==> config.mk <==
export PLATFORM = sky130hd
export DESIGN_NAME = seven_seg_reader
export DESIGN_NICKNAME = d
export VERILOG_FILES = /design/src/rtl/seven_seg_pkg.sv /design/src/rtl/seg_glyph_decode.sv /design/src/rtl/seven_seg_reader.sv
export SDC_FILE = /design/constraint.sdc
export NUM_CORES = 1
export LEC_CHECK = 0
export BUFFER_PORTS_ARGS = -buffer_cell sky130_fd_sc_hd__buf_2
export CAP_MARGIN = 40
export CORE_MARGIN = 2
export CORE_UTILIZATION = 58
export CTS_CLUSTER_SIZE = 16
export DETAILED_ROUTE_END_ITERATION = 16
export PLACE_DENSITY = 0.79
export SYNTH_ARGS = -nofsm -noshare
export SYNTH_HDL_FRONTEND = slang
export SYNTH_SLANG_ARGS = --single-unit
==> constraint.sdc <==
create_clock -name clk -period 3.5 [get_ports clk]
set_clock_uncertainty 0.05 [all_clocks]
set_input_delay 0.35 -clock clk [delete_from_list [all_inputs] [get_ports clk]]
set_output_delay 0.35 -clock clk [all_outputs]
set_load 0.02 [all_outputs]
==> src/rtl/seven_seg_pkg.sv <==
// Shared constants for the seven-segment scan reader.
//   FRAME_W    : width of the decoded 4-digit frame
//   NUM_DIGITS : digits per frame (one per digit_sel bit)
//   GLYPH_0..F : active-low segment patterns, bit6=g .. bit0=a
package seven_seg_pkg;

    localparam int unsigned FRAME_W    = 16;
    localparam int unsigned NUM_DIGITS = 4;

    localparam logic [6:0] GLYPH_0 = 7'b1000000;
    localparam logic [6:0] GLYPH_1 = 7'b1111001;
    localparam logic [6:0] GLYPH_2 = 7'b0100100;
    localparam logic [6:0] GLYPH_3 = 7'b0110000;
    localparam logic [6:0] GLYPH_4 = 7'b0011001;
    localparam logic [6:0] GLYPH_5 = 7'b0010010;
    localparam logic [6:0] GLYPH_6 = 7'b0000010;
    localparam logic [6:0] GLYPH_7 = 7'b1111000;
    localparam logic [6:0] GLYPH_8 = 7'b0000000;
    localparam logic [6:0] GLYPH_9 = 7'b0011000;
    localparam logic [6:0] GLYPH_A = 7'b0001000;
    localparam logic [6:0] GLYPH_B = 7'b0000011;
    localparam logic [6:0] GLYPH_C = 7'b1000110;
    localparam logic [6:0] GLYPH_D = 7'b0100001;
    localparam logic [6:0] GLYPH_E = 7'b0000110;
    localparam logic [6:0] GLYPH_F = 7'b0001110;

endpackage

==> src/rtl/seg_glyph_decode.sv <==
// Combinational glyph-to-nibble lookup.
//   i_seg    : active-low segment pattern (bit0=a .. bit6=g)
//   o_nibble : hex value of the glyph, 0 for an unknown pattern
//   o_err    : high when i_seg is not one of the 16 legal glyphs
module seg_glyph_decode
    import seven_seg_pkg::*;
(
    input  logic [6:0] i_seg,
    output logic [3:0] o_nibble,
    output logic       o_err
);

    always_comb begin
        o_nibble = '0;
        o_err    = 1'b1;
        case (i_seg)
            GLYPH_0: begin o_nibble = 4'h0; o_err = 1'b0; end
            GLYPH_1: begin o_nibble = 4'h1; o_err = 1'b0; end
            GLYPH_2: begin o_nibble = 4'h2; o_err = 1'b0; end
            GLYPH_3: begin o_nibble = 4'h3; o_err = 1'b0; end
            GLYPH_4: begin o_nibble = 4'h4; o_err = 1'b0; end
            GLYPH_5: begin o_nibble = 4'h5; o_err = 1'b0; end
            GLYPH_6: begin o_nibble = 4'h6; o_err = 1'b0; end
            GLYPH_7: begin o_nibble = 4'h7; o_err = 1'b0; end
            GLYPH_8: begin o_nibble = 4'h8; o_err = 1'b0; end
            GLYPH_9: begin o_nibble = 4'h9; o_err = 1'b0; end
            GLYPH_A: begin o_nibble = 4'hA; o_err = 1'b0; end
            GLYPH_B: begin o_nibble = 4'hB; o_err = 1'b0; end
            GLYPH_C: begin o_nibble = 4'hC; o_err = 1'b0; end
            GLYPH_D: begin o_nibble = 4'hD; o_err = 1'b0; end
            GLYPH_E: begin o_nibble = 4'hE; o_err = 1'b0; end
            GLYPH_F: begin o_nibble = 4'hF; o_err = 1'b0; end
            default: begin o_nibble = '0;   o_err = 1'b1; end
        endcase
    end

endmodule

==> src/rtl/seven_seg_reader.sv <==
// Reads a multiplexed 4-digit seven-segment display and emits decoded frames.
//   clk, rst_n  : system clock, asynchronous active-low reset
//   seg_in      : active-low segment pattern of the digit currently lit
//   digit_sel   : one-hot strobe naming that digit (bit3 = most significant)
//   out_value   : decoded frame, digit3 in [15:12]
//   out_err     : per-digit flag, captured pattern was not a legal glyph
//   out_valid   : out_value/out_err hold a complete frame
//   out_ready   : consumer accepts the held frame
//   overflow    : sticky, a completed frame was dropped while output was held
module seven_seg_reader
    import seven_seg_pkg::*;
#(
    parameter int unsigned STABLE_CYCLES = 4
) (
    input  logic                 clk,
    input  logic                 rst_n,
    input  logic [6:0]           seg_in,
    input  logic [3:0]           digit_sel,
    output logic [FRAME_W-1:0]   out_value,
    output logic [3:0]           out_err,
    output logic                 out_valid,
    input  logic                 out_ready,
    output logic                 overflow
);

    localparam logic [7:0] STABLE_C = 8'(STABLE_CYCLES);

    logic [6:0]         r_seg;
    logic [3:0]         r_sel;
    logic [6:0]         r_prev_seg;
    logic [3:0]         r_prev_sel;
    logic [7:0]         r_cnt;
    logic [FRAME_W-1:0] r_slot_val;
    logic [3:0]         r_slot_err;
    logic [3:0]         r_slot_done;
    logic [FRAME_W-1:0] r_out_value;
    logic [3:0]         r_out_err;
    logic               r_out_valid;
    logic               r_overflow;

    logic [3:0] w_nibble;
    logic       w_glyph_err;
    logic [7:0] w_cnt_next;
    logic       w_capture;
    logic       w_frame_done;
    logic       w_load;
    logic       w_drop;
    logic [3:0] w_done_next;

    seg_glyph_decode u_decode (
        .i_seg    (r_seg),
        .o_nibble (w_nibble),
        .o_err    (w_glyph_err)
    );

    always_comb begin
        w_cnt_next = '0;
        if ($onehot(r_sel)) begin
            if (r_sel == r_prev_sel && r_seg == r_prev_seg) begin
                w_cnt_next = (r_cnt == STABLE_C) ? r_cnt : r_cnt + 8'd1;
            end else begin
                w_cnt_next = 8'd1;
            end
        end
        // Fires only on the transition into STABLE_C, so a long dwell
        // captures exactly once while the counter sits saturated.
        w_capture    = (w_cnt_next == STABLE_C) && (r_cnt != STABLE_C);
        w_frame_done = (r_slot_done == 4'hF);
        w_load       = w_frame_done && (!r_out_valid || out_ready);
        w_drop       = w_frame_done && r_out_valid && !out_ready;
        w_done_next  = (w_frame_done ? 4'h0 : r_slot_done) | (w_capture ? r_sel : 4'h0);
    end

    always_ff @(posedge clk or negedge rst_n) begin
        if (!rst_n) begin
            r_seg       <= '0;
            r_sel       <= '0;
            r_prev_seg  <= '0;
            r_prev_sel  <= '0;
            r_cnt       <= '0;
            r_slot_val  <= '0;
            r_slot_err  <= '0;
            r_slot_done <= '0;
            r_out_value <= '0;
            r_out_err   <= '0;
            r_out_valid <= 1'b0;
            r_overflow  <= 1'b0;
        end else begin
            r_seg       <= seg_in;
            r_sel       <= digit_sel;
            r_prev_seg  <= r_seg;
            r_prev_sel  <= r_sel;
            r_cnt       <= w_cnt_next;
            r_slot_done <= w_done_next;
            for (int unsigned i = 0; i < NUM_DIGITS; i++) begin
                if (w_capture && r_sel[i]) begin
                    r_slot_val[i*4 +: 4] <= w_nibble;
                    r_slot_err[i]        <= w_glyph_err;
                end
            end
            if (w_load) begin
                r_out_value <= r_slot_val;
                r_out_err   <= r_slot_err;
                r_out_valid <= 1'b1;
            end else if (r_out_valid && out_ready) begin
                r_out_valid <= 1'b0;
            end
            if (w_drop) begin
                r_overflow <= 1'b1;
            end
        end
    end

    assign out_value = r_out_value;
    assign out_err   = r_out_err;
    assign out_valid = r_out_valid;
    assign overflow  = r_overflow;

endmodule

==> results.py <==
metrics = {
    "setup_path": {
        "r2r_setup_slack_ps": 380,
        "r2r-start": "r_sel[0]",
        "path_class": "register to register",
        "crit_required_ps": 3670,
        "worst_setup_path_end_kind": "register",
        "path_max_fanout": 6,
        "reg2reg_depth": 11,
        "r2r-end": "r_slot_err[2]",
        "critPathLaunchType": "register",
        "arrival_ps": 3290,
    },
    "die": {
        "std_cell_rows": 27,
        "start_util_pct": 60.3,
        "die_x_um": 79.9,
        "dieArea_um2": 6380,
        "num_io_pins": 36,
        "die_y_um": 79.9,
        "coreArea_um2": 5540,
    },
    "detailed_routing": {
        "vias": 2141,
        "viasPerCell": 5.52,
        "wirelength_mm": 5.92,
        "drcViolationCount": 0,
        "first_iter_violations": 106,
        "drt_pass1_iterations": 4,
        "wire_per_inst_um": 15.3,
        "ant_nets": 0,
    },
    "sta": {
        "fin_crit_ps": 3120,
        "post-route-period-util_pct": 89.1,
        "finalSetupViolCount": 0,
        "maxSlewViolCount": 0,
        "setup_slack_ps": 382,
        "hold_viol": 0,
        "relSlewSlack_pct": 50.7,
        "max_freq_mhz": 321,
        "max_slew.worst_pin.slew_ps": 738,
        "fin_setup_tns_ps": 0,
        "holdWs_ps": 59.3,
        "rsz0062_at_grt": "false",
    },
    "cells_and_area": {
        "antenna-diode-count": 0,
        "utilization_pct": 69.2,
        "nets": 330,
        "fillCellCount": 419,
        "final_cell_mix": "76 x dfrtp_1, 35 x mux2_1, 34 x buf_2, 19 x nor2_1",
        "final_layout_size_suffix_gt1_share_pct": 20.6,
        "final_common_cell": "dfrtp_1",
        "design_area_um2": 3830,
        "stdcell_count": 388,
        "area_delta_synth_final_pct": 14.7,
    },
    "synth": {
        "yosysSeqAreaShare_pct": 56.9,
        "ys_seq_elements": 76,
        "synth_edf_count": 0,
        "synth_top_family_by_area": "multiplexers",
        "avgSynthCellArea_um2": 12.3,
        "synth_ff_type": "dfrtp_1",
        "synth-simple-area-share_pct": 12.5,
        "synthAdderAreaFrac_pct": 2.10,
        "async_reset_ff_share_pct": 100,
        "syn_area_um2": 3340,
        "yosysWarningCount": 0,
        "netlist_instances": 271,
        "synth_xor_area_share_pct": 5.51,
        "synth_compound_area_share_pct": 6.14,
        "synth.distinct_cells": 46,
        "synthMuxAreaShare_pct": 13.8,
        "synth_nets": 290,
    },
    "placement": {
        "pre_cts_ws_ps": 419,
        "place_congestion": 0.843,
        "place_inst": 371,
        "dp_hpwl_mm": 4.16,
        "dpl-instance-area_um2": 3600,
        "port_buffers": 35,
    },
    "clocking": {
        "cts_buffer_depth": 2,
        "root_buffer": "clkbuf_8",
        "postCtsSetupBuffers": 0,
        "cts_resized": 0,
        "cts.reportedPaths.clkPinSlew_ps": 80,
        "numCtsBuffers": 9,
        "cts_tree": "yes",
        "cts.sinks": 76,
        "cts_hold_buf": 1,
        "h-tree-depth": 3,
        "clock_latency_ps": 340,
    },
    "flow_run": {
        "maxCapViolCount": 0,
    },
    "hold_path": {
        "min-delay-start": "digit_sel[2]",
        "hold_path_end": "r_sel[2]",
        "hp-class": "input pin to register",
        "holdPathStages": 1,
    },
    "power_and_ir_drop": {
        "p_leak_nw": 1.97,
        "p_per_area_nw_per_um2": 456,
        "irDropWorstVdd_mv": 0.385,
        "power_mw": 1.75,
    },
    "grt": {
        "grt_first_pass_wirelength_mm": 9.78,
        "grt_pass1_vias": 2074,
        "gr-total-overflow": 0,
        "grt_usage_pct": 20.3,
        "antenna_found_initial": 0,
        "grt_max_degree": 66,
    },
    "status": {
        "status": "complete, no violations",
    },
}
## power by group
| group | leakage, nW | internal [mW] | switching [mW] |
|---|---|---|---|
| sequential | 1.01 | 0.892 | 0.0261 |
| combinational | 0.847 | 0.0394 | 0.0568 |
| clock | 0.113 | 0.421 | 0.311 |
## cell type report
| cell class | instances | area [µm²] | share of cell area [%] |
|---|---|---|---|
| repair buffers | 42 | 249 | 6.50 |
| well taps | 72 | 90.1 | 2.35 |
| inverters | 8 | 30.0 | 0.784 |
| clock inverters | 6 | 86.3 | 2.25 |
| clock buffers | 10 | 138 | 3.59 |
| multi-input cells | 174 | 1340 | 34.9 |
| flip-flops and latches | 76 | 1900 | 49.6 |
## sequential cells by signal, indices dropped and copies added (netlist names), 7 cells and up
signal / flops
r_prev_seg: 7
r_slot_val: 16
r_seg: 7
out_value: 16
r_cnt: 8
## cell usage after synthesis, types with 2 or more instances
cell / n / area share, %
and3_1: 6 / 1.1
clkbuf_1: 2 / 0.22
ha_1: 4 / 1.5
nand3_1: 6 / 0.90
nand4_1: 6 / 1.1
nand2_1: 13 / 1.5
xnor2_1: 8 / 2.1
buf_4: 5 / 1.1
inv_1: 8 / 0.90
mux2_2: 5 / 1.7
nand4b_1: 2 / 0.52
o31ai_1: 2 / 0.45
o21ai_0: 3 / 0.45
dfrtp_1: 76 / 57
o21ai_1: 2 / 0.30
nor2_1: 19 / 2.1
a21o_1: 5 / 1.1
a21oi_1: 8 / 1.2
buf_1: 2 / 0.22
a31oi_1: 2 / 0.37
buf_2: 4 / 0.60
o311ai_0: 2 / 0.52
nor3_1: 10 / 1.5
xor2_1: 13 / 3.4
and2_1: 2 / 0.37
mux2_1: 35 / 12
nor2b_1: 2 / 0.37
## logic make-up after synthesis
group	count (synthesis)
simple gates	76
flops	76
fa+ha+maj	5
mux	41
compound gates	31
xor+xnor	21
buf+inv	21
## metal layers
metal	GRT usage, %	vias up	part of all wire (%)
met5	0	-	0
met4	5.08	0	1.1
met3	6.45	6	4.0
met2	32.2	49	48
met1	27.3	1047	47
li1	-	1039	-
## worst max-delay path by stage
| stage | from | endpoint | slack, ps | cells past startpoint |
|---|---|---|---|---|
| after floorplan | r_sel[0] | r_slot_val[0] | 760 | 12 |
| after global placement | r_sel[0] | r_slot_val[11] | 560 | 11 |
| after detailed placement | r_sel[0] | r_slot_val[11] | 420 | 11 |
| after CTS | r_sel[0] | r_slot_val[11] | 390 | 11 |
| after global routing | r_sel[0] | r_slot_val[15] | 250 | 11 |
| final | r_sel[0] | r_slot_err[2] | 380 | 11 |
## critical path: stages (launching register included)
cell and delay (ps):
dfrtp_1 400, inv_1 80, fa_1 530, inv_1 40
ha_1 170, ha_1 270, nor2_1 140, and2_1 200
nand4_1 120, nor3_2 240, and3_1 400, mux2_1 360
Note: power is estimated with default switching activity, not from simulation.
